$ cat src/rtl/video_timing_gen.sv
// Raster timing generator: pixel/line counters with combinational sync, DE and strobe decode.
// Optional frame counter enabled by defining VIDEO_TIMING_FRAME_COUNT_EN.
module video_timing_gen #(
  parameter int unsigned H_TOTAL      = 1024,
  parameter int unsigned H_ACTIVE     = 640,
  parameter int unsigned H_SYNC_START = 704,
  parameter int unsigned H_SYNC_WIDTH = 96,
  parameter int unsigned V_TOTAL      = 260,
  parameter int unsigned V_ACTIVE     = 200,
  parameter int unsigned V_SYNC_START = 224,
  parameter int unsigned V_SYNC_WIDTH = 8,
  parameter bit          H_SYNC_POL   = 1'b1,
  parameter bit          V_SYNC_POL   = 1'b1,
  localparam int unsigned HW = $clog2(H_TOTAL),
  localparam int unsigned VW = $clog2(V_TOTAL)
) (
  input  logic          clk_16_i,
  input  logic          reset_n_i,
  input  logic          pix_en_i,
  output logic          h_sync_o,
  output logic          v_sync_o,
  output logic          de_o,
  output logic [HW-1:0] col_o,
  output logic [VW-1:0] row_o,
  output logic          line_start_o,
  output logic          frame_start_o,
  output logic [7:0]    frame_count_o
);

  // One extra bit so region end points equal to H_TOTAL/V_TOTAL never wrap.
  localparam int unsigned HE = HW + 1;
  localparam int unsigned VE = VW + 1;

  localparam logic [HW-1:0] H_LAST = HW'(H_TOTAL - 1);
  localparam logic [VW-1:0] V_LAST = VW'(V_TOTAL - 1);

  localparam logic [HE-1:0] H_ACT_E = HE'(H_ACTIVE);
  localparam logic [HE-1:0] H_SS_E  = HE'(H_SYNC_START);
  localparam logic [HE-1:0] H_SE_E  = HE'(H_SYNC_START + H_SYNC_WIDTH);
  localparam logic [VE-1:0] V_ACT_E = VE'(V_ACTIVE);
  localparam logic [VE-1:0] V_SS_E  = VE'(V_SYNC_START);
  localparam logic [VE-1:0] V_SE_E  = VE'(V_SYNC_START + V_SYNC_WIDTH);

  if (H_TOTAL < 2 || H_SYNC_WIDTH < 1 || H_ACTIVE > H_SYNC_START ||
      H_SYNC_START + H_SYNC_WIDTH > H_TOTAL) begin : g_bad_h_timing
    $error("video_timing_gen: illegal horizontal timing parameters");
  end

  if (V_TOTAL < 2 || V_SYNC_WIDTH < 1 || V_ACTIVE > V_SYNC_START ||
      V_SYNC_START + V_SYNC_WIDTH > V_TOTAL) begin : g_bad_v_timing
    $error("video_timing_gen: illegal vertical timing parameters");
  end

  logic [HW-1:0] h_count;
  logic [VW-1:0] v_count;
  logic          h_last;
  logic          v_last;

  assign h_last = (h_count == H_LAST);
  assign v_last = (v_count == V_LAST);

  // Raster position; only advances on enabled pixel slots.
  always_ff @(posedge clk_16_i or negedge reset_n_i) begin
    if (!reset_n_i) begin
      h_count <= '0;
      v_count <= '0;
    end else if (pix_en_i) begin
      if (h_last) begin
        h_count <= '0;
        v_count <= v_last ? '0 : v_count + VW'(1);
      end else begin
        h_count <= h_count + HW'(1);
      end
    end
  end

  logic [HE-1:0] h_ext;
  logic [VE-1:0] v_ext;
  logic          h_in_sync;
  logic          v_in_sync;

  assign h_ext = HE'(h_count);
  assign v_ext = VE'(v_count);

  // Zero-latency decode straight off the counter registers.
  always_comb begin
    h_in_sync = (h_ext >= H_SS_E) && (h_ext < H_SE_E);
    v_in_sync = (v_ext >= V_SS_E) && (v_ext < V_SE_E);
    h_sync_o  = h_in_sync ? H_SYNC_POL : ~H_SYNC_POL;
    v_sync_o  = v_in_sync ? V_SYNC_POL : ~V_SYNC_POL;
    de_o      = (h_ext < H_ACT_E) && (v_ext < V_ACT_E);
  end

  assign col_o         = h_count;
  assign row_o         = v_count;
  assign line_start_o  = pix_en_i && (h_count == '0);
  assign frame_start_o = line_start_o && (v_count == '0);

`ifdef VIDEO_TIMING_FRAME_COUNT_EN
  logic [7:0] frame_count;

  // Counts completed frames, i.e. wraps from the last slot back to (0,0).
  always_ff @(posedge clk_16_i or negedge reset_n_i) begin
    if (!reset_n_i) begin
      frame_count <= '0;
    end else if (pix_en_i && h_last && v_last) begin
      frame_count <= frame_count + 8'd1;
    end
  end

  assign frame_count_o = frame_count;
`else
  assign frame_count_o = 8'd0;
`endif

endmodule

$ cat config.mk
export PLATFORM = sky130hd
export DESIGN_NAME = video_timing_gen
export DESIGN_NICKNAME = d
export VERILOG_FILES = /design/src/rtl/video_timing_gen.sv
export SDC_FILE = /design/constraint.sdc
export NUM_CORES = 1
export LEC_CHECK = 0
export ABC_AREA = 0
export CAP_MARGIN = 20
export CORE_MARGIN = 3
export CORE_UTILIZATION = 46
export DETAILED_ROUTE_END_ITERATION = 10
export PLACE_DENSITY = 0.76
export RECOVER_POWER = 100
export SKIP_LAST_GASP = 1
export SYNTH_ARGS = -nofsm -noshare
export SYNTH_HDL_FRONTEND = slang
export SYNTH_SLANG_ARGS = --single-unit
$ cat constraint.sdc
create_clock -name clk_16_i -period 2.05 [get_ports clk_16_i]
set_input_delay 0.41 -clock clk_16_i [delete_from_list [all_inputs] [get_ports clk_16_i]]
set_output_delay 0.41 -clock clk_16_i [all_outputs]
set_load 0.005 [all_outputs]
---- Word level (Yosys, flattened, before mapping) ----
Cells that the tools add are included.
storage, ports and cells
  flip-flop bits (word level) ............. 19
  word-level logic and storage cells ...... 24
operators by class
  add/sub/neg operators ................... 2
  $lt $le $gt $ge ......................... 6
  eq/ne operators ......................... 2
  mux-type cells .......................... 4
  reduce and logical (&&, ||, !) cells .... 8
operators by type and width
  cell                                                               count
  less-than comparator 10 bit, second input constant                 2
  less-than comparator 9 x 8 -> 1 bit, second input constant         2
  adder 10 x 1 -> 10 bit, second input constant                      1
  equality test 10 bit, second input constant                        1
  greater-or-equal comparator 10 bit, second input constant          1
  zero test 10 bit                                                   1
  2-to-1 mux 10 bit                                                  1
  adder 9 x 1 -> 9 bit, second input constant                        1
  equality test 9 bit, second input constant                         1
  greater-or-equal comparator 9 x 8 -> 1 bit, second input constant  1
  zero test 9 bit                                                    1
  2-to-1 mux 9 bit                                                   1
  logical AND 1 bit                                                  5
  2-to-1 mux 1 bit                                                   2
  AND reduction 2 bit                                                1

---- Longest topological paths before layout ----
  depth after elaboration ................. 3
  gate-level depth with buffers ........... 6

---- Worst setup path before layout ----
OpenSTA, ideal clock, no wires.
  path kind ............................... register to register
  start ................................... reg v_count[5], in the netlist row_o[5]
  end ..................................... reg v_count[7], in the netlist row_o[7]
  arrival ................................. 1782 ps
  data required time ...................... 1925 ps
  slack ................................... 143 ps
  cell stages (with the launch flop) ...... 6
  period minus slack after synthesis ...... 1907 ps
  cells stage by stage .................... dfrtp_1 -> or3_4 -> or4_4 -> buf_6 -> nor2b_4 -> mux2_2
on the way
  word-level cells in the longest chain between the ends .. 2
ends and longest elaborated chain
  item                                                         RTL line  text
  from (decl)                                                  55        logic [VW-1:0] v_count;
  from (signal assigned)                                       70        v_count <= v_last ? '0 : v_count + VW'(1);
  adder 9 x 1 -> 9 bit or equality test 9 bit (tied branches)  70, 60
  2-to-1 mux 9 bit (*)                                         70
Mark *: on every way between the ends. The rest lies on a longest branch, timed or not.
A chain may end at the register's enable or synchronous reset.

---- Worst setup path in the final report ----
  start ................................... reg h_count[7], in the netlist col_o[7]
  end ..................................... out frame_start_o
on the way
  word-level cells in the longest chain between the ends .. 3
ends and longest elaborated chain
  item                    RTL line  text
  from (decl)             54        logic [HW-1:0] h_count;
  from (signal assigned)  72        h_count <= h_count + HW'(1);
  zero test 10 bit        96        assign line_start_o = pix_en_i && (h_count == '0);
  logical AND 1 bit       96
  logical AND 1 bit       97        assign frame_start_o = line_start_o && (v_count == '0);
  to (decl)               26        output logic frame_start_o,
No other way between the ends.

==> results.md <==
* Latest clock arrival within the worst-skew pair at about 0.29 ns
* P_sw at around 0.31 mW
* Htree depth at 1
* Leakage at 0.721 nW
* Post-Synthesis Cells at 130
* Die X at about 56 um
* CP cell instances: nor3_2, nand4_1, nor4_1, buf_4, buf_6, and4_1, buf_2
* DP HPWL at between 2000 and 2500 um
* Starting density of the core at around half
* WP data arrival at roughly 1.8 ns
* Crit share post-route at 109%
* CP Class: reg2out
* Top cell family by delay on the critical path: simple AND/OR/NAND/NOR gates
* Syn Std Cell Area at roughly 0.0011 mm^2
* Int Power at 0.669 mW
* Startpoint Class: flop
* Largest net degree at the start of global routing at 20
* Slowest stage delay, CP at 0.41 ns
* Distinct cells, synth at 32
* Final min period at approximately 2.2 ns
* Maxcap violations at 0
* Hold wc startpoint: col_o[1]$_DFFE_PN0P_
* Combinational share of power at about a third
* # setup viols final at 2
* DP Worst Slack at -0.388 ns
* Vias in the first global route at between 1000 and 1500
* Initial antenna violation count at 0
* Final core utilization at between 60% and 70%
* Hold Path Depth at 2
* # diodes at 0
* Fin Clk Skew at 0.00134 ns
* Overall routing resource usage at around a fifth
* Number of enable flip-flop cells after synthesis at 0
* Die ar. at 0.00313 mm^2
* Port buffer count at 26
* Hold Crit Class: reg2reg
* Setup WS post-layout at -0.177 ns
* Layout cells sized above 1 at 13.8%
* Avg Vias per Cell at about 5.3
* FMAX at approximately 450 MHz
* Yosys warning total at 0
* Sequential share of the synthesized area at about 41%
* DR vias at 1118
* Max-slew violations at 0
* Clk buf depth at 2
* Crit path buf inv count at 3
* Crit-path max FO at 2
* Reg2Reg Setup Slack at roughly 0.15 ns
* Worst-path clk slew at around 0.11 ns
* Crit path capture type: output port
* Row count at 17
* R2r startpoint: col_o[0]$_DFFE_PN0P_
* Least-Margin Pin Slew at 1.01 ns
* Reg-to-reg endpoint: col_o[5]$_DFFE_PN0P_
* Flip-flop and latch count after synthesis at 19
* Hold path endpoint: col_o[1]$_DFFE_PN0P_
* Num CTS Buffers at 3
* Critical path required time at between 1.5 and 2 ns
* FF-to-FF path depth at 8
* Post-Layout Inst Area at 0.00156 mm^2
* Reg power frac at between 40% and 50%
* Switch share at between 30% and 40%
* # IOs at 35
* Chip Height at 56.0 um
* CTS hold repair buffers at 0
* Total grt overflow at 0
* Slew HR at around a third
* CTS sink count at 19
* Core Region at ~0.0023 mm^2
* Setup repair after global routing missed its margin: yes
* Placed cell area at 0.00157 mm^2
* Worst Setup SP: col_o[7]$_DFFE_PN0P_
* Async set-reset flop share out of synthesis at 100%
* Routed length per instance at between 10 and 15 um
* Gpl congestion at ~0.85
* ANT nets after route at 0
* Area Overhead vs Synth at 35.9%
* Slowest-stage cell, CP: dfrtp_1
* Clk root buf: clkbuf_4
* Status: finished with violations
* Power per cell area at roughly 630 mW/mm^2
* TritonCTS clock tree: built
* Clk pwr share at approximately 19%
* TritonRoute pass-1 iters at 4
* Power Total at 0.979 mW
* Top_reg_cell synth: dfrtp_1
* Iteration-0 DRC Markers at 19
* First-pass GRT wire length at roughly 5000 um
* Avg Inst Size Synth at 8.84 um^2
* Failing checks: setup timing
* Max IR drop VDD at roughly 0.00062 V
* Hold Vio Cnt, Final at 0
* Final nets at between 150 and 200
* Final WL at roughly 2900 um
* DRC at 0
-- placed cells by master (no fill, tap or decap), types with 5 or more instances in the layout --
cell             Yosys  final
dfrtp_1             19     19
dlygate4sd3_1        0     14
clkbuf_1             1     12
buf_4                8     12
inv_1               10     10
nand2_1             10     10
nor2_1              10     10
nand3_1             10     10
conb_1               1      8
o21ai_0              8      7
clkdlybuf4s50_1      0      7
nand4_1              5      6
a21oi_1              5      5
or3_1                5      5
-- cell type report --
| type | instances | area (um^2) |
|---|---|---|
| well taps | 28 | 35.0 |
| multi-input cells | 96 | 576 |
| clock buffers | 4 | 26.3 |
| flip-flops and latches | 19 | 475 |
| inverters | 10 | 37.5 |
| fillers | 219 | 736 |
| repair buffers | 52 | 412 |
-- power by group through the flow --
stage / Clock [mW] / Combinational [mW] / Sequential [mW]
after global routing: 0.214 / 0.374 / 0.461
final: 0.190 / 0.336 / 0.453
after detailed placement: 0 / 0.367 / 0.458
after floorplan: 0 / 0.110 / 0.503
after CTS: 0.196 / 0.372 / 0.454
after global placement: 0 / 0.361 / 0.458
-- stage by stage --
stage | TNS, ns | hold WS, ns | cells
final | -0.239 | 0.570 | 209
after global routing | -0.469 | 0.615 | 209
after CTS | -0.340 | 0.444 | 208
after detailed placement | -0.718 | 0.559 | 203
after global placement | -0.601 | 0.558 | 203
after floorplan | 0 | 0.114 | 137
-- cells by family after synthesis --
logic type | after synthesis | share of synthesized area, %
mux | 1 | 0.980
compound gates | 21 | 10.7
fa+ha+maj | 4 | 4.36
buf+inv | 22 | 10.7
xor+xnor | 7 | 5.34
flops | 19 | 41.4
simple gates | 55 | 26.3
other cells | 1 | 0.326
-- tightest hold or removal path: stages (launching register included) --
cell and delay (ns):
dfrtp_1 0.39, inv_1 0.07, o21ai_0 0.08
-- sequential cells by signal, summed over array words and instances (netlist names) --
register / cells
row_o: 9
col_o: 10
-- per-layer routing --
layer / GRT usage (%) / wire length, um / up-vias
met5: 0 / 0 / -
met4: 8.14 / 14 / 0
met3: 3.48 / 163 / 2
met2: 34.1 / 1450 / 41
met1: 22.8 / 1290 / 525
li1: - / - / 550
-- cells in the mapped netlist, types with 3 or more instances --
library cell,instances,area share [%]
nand2_1,10,3.3
nand4_1,5,2.7
buf_4,8,5.2
dfrtp_1,19,41
or3_1,5,2.7
nor3_1,5,2.2
xnor2_1,4,3.0
a21oi_1,5,2.2
inv_1,10,3.3
nand3_1,10,4.4
o21ai_0,8,3.5
o22ai_1,3,1.6
ha_1,4,4.4
nor2_1,10,3.3
xor2_1,3,2.3
-- worst max-delay path by stage --
stage	slack [ns]	to	depth (start not counted)
after floorplan	0.14	row_o[7]$_DFFE_PN0P_	5
after global placement	-0.35	frame_start_o	6
after detailed placement	-0.39	frame_start_o	6
after CTS	-0.27	frame_start_o	7
after global routing	-0.27	frame_start_o	7
final	-0.18	frame_start_o	7
-- repair_timing --
| item | 4_1_cts | 5_1_grt |
|---|---|---|
| resized for setup | 15 | 1 |
| buffers inserted | 2 | 1 |
| setup endpoints to repair | 5 | 2 |
| cloned | 0 | 0 |
| pin swaps | 4 | 1 |
Power figures use the tool's default switching activity.
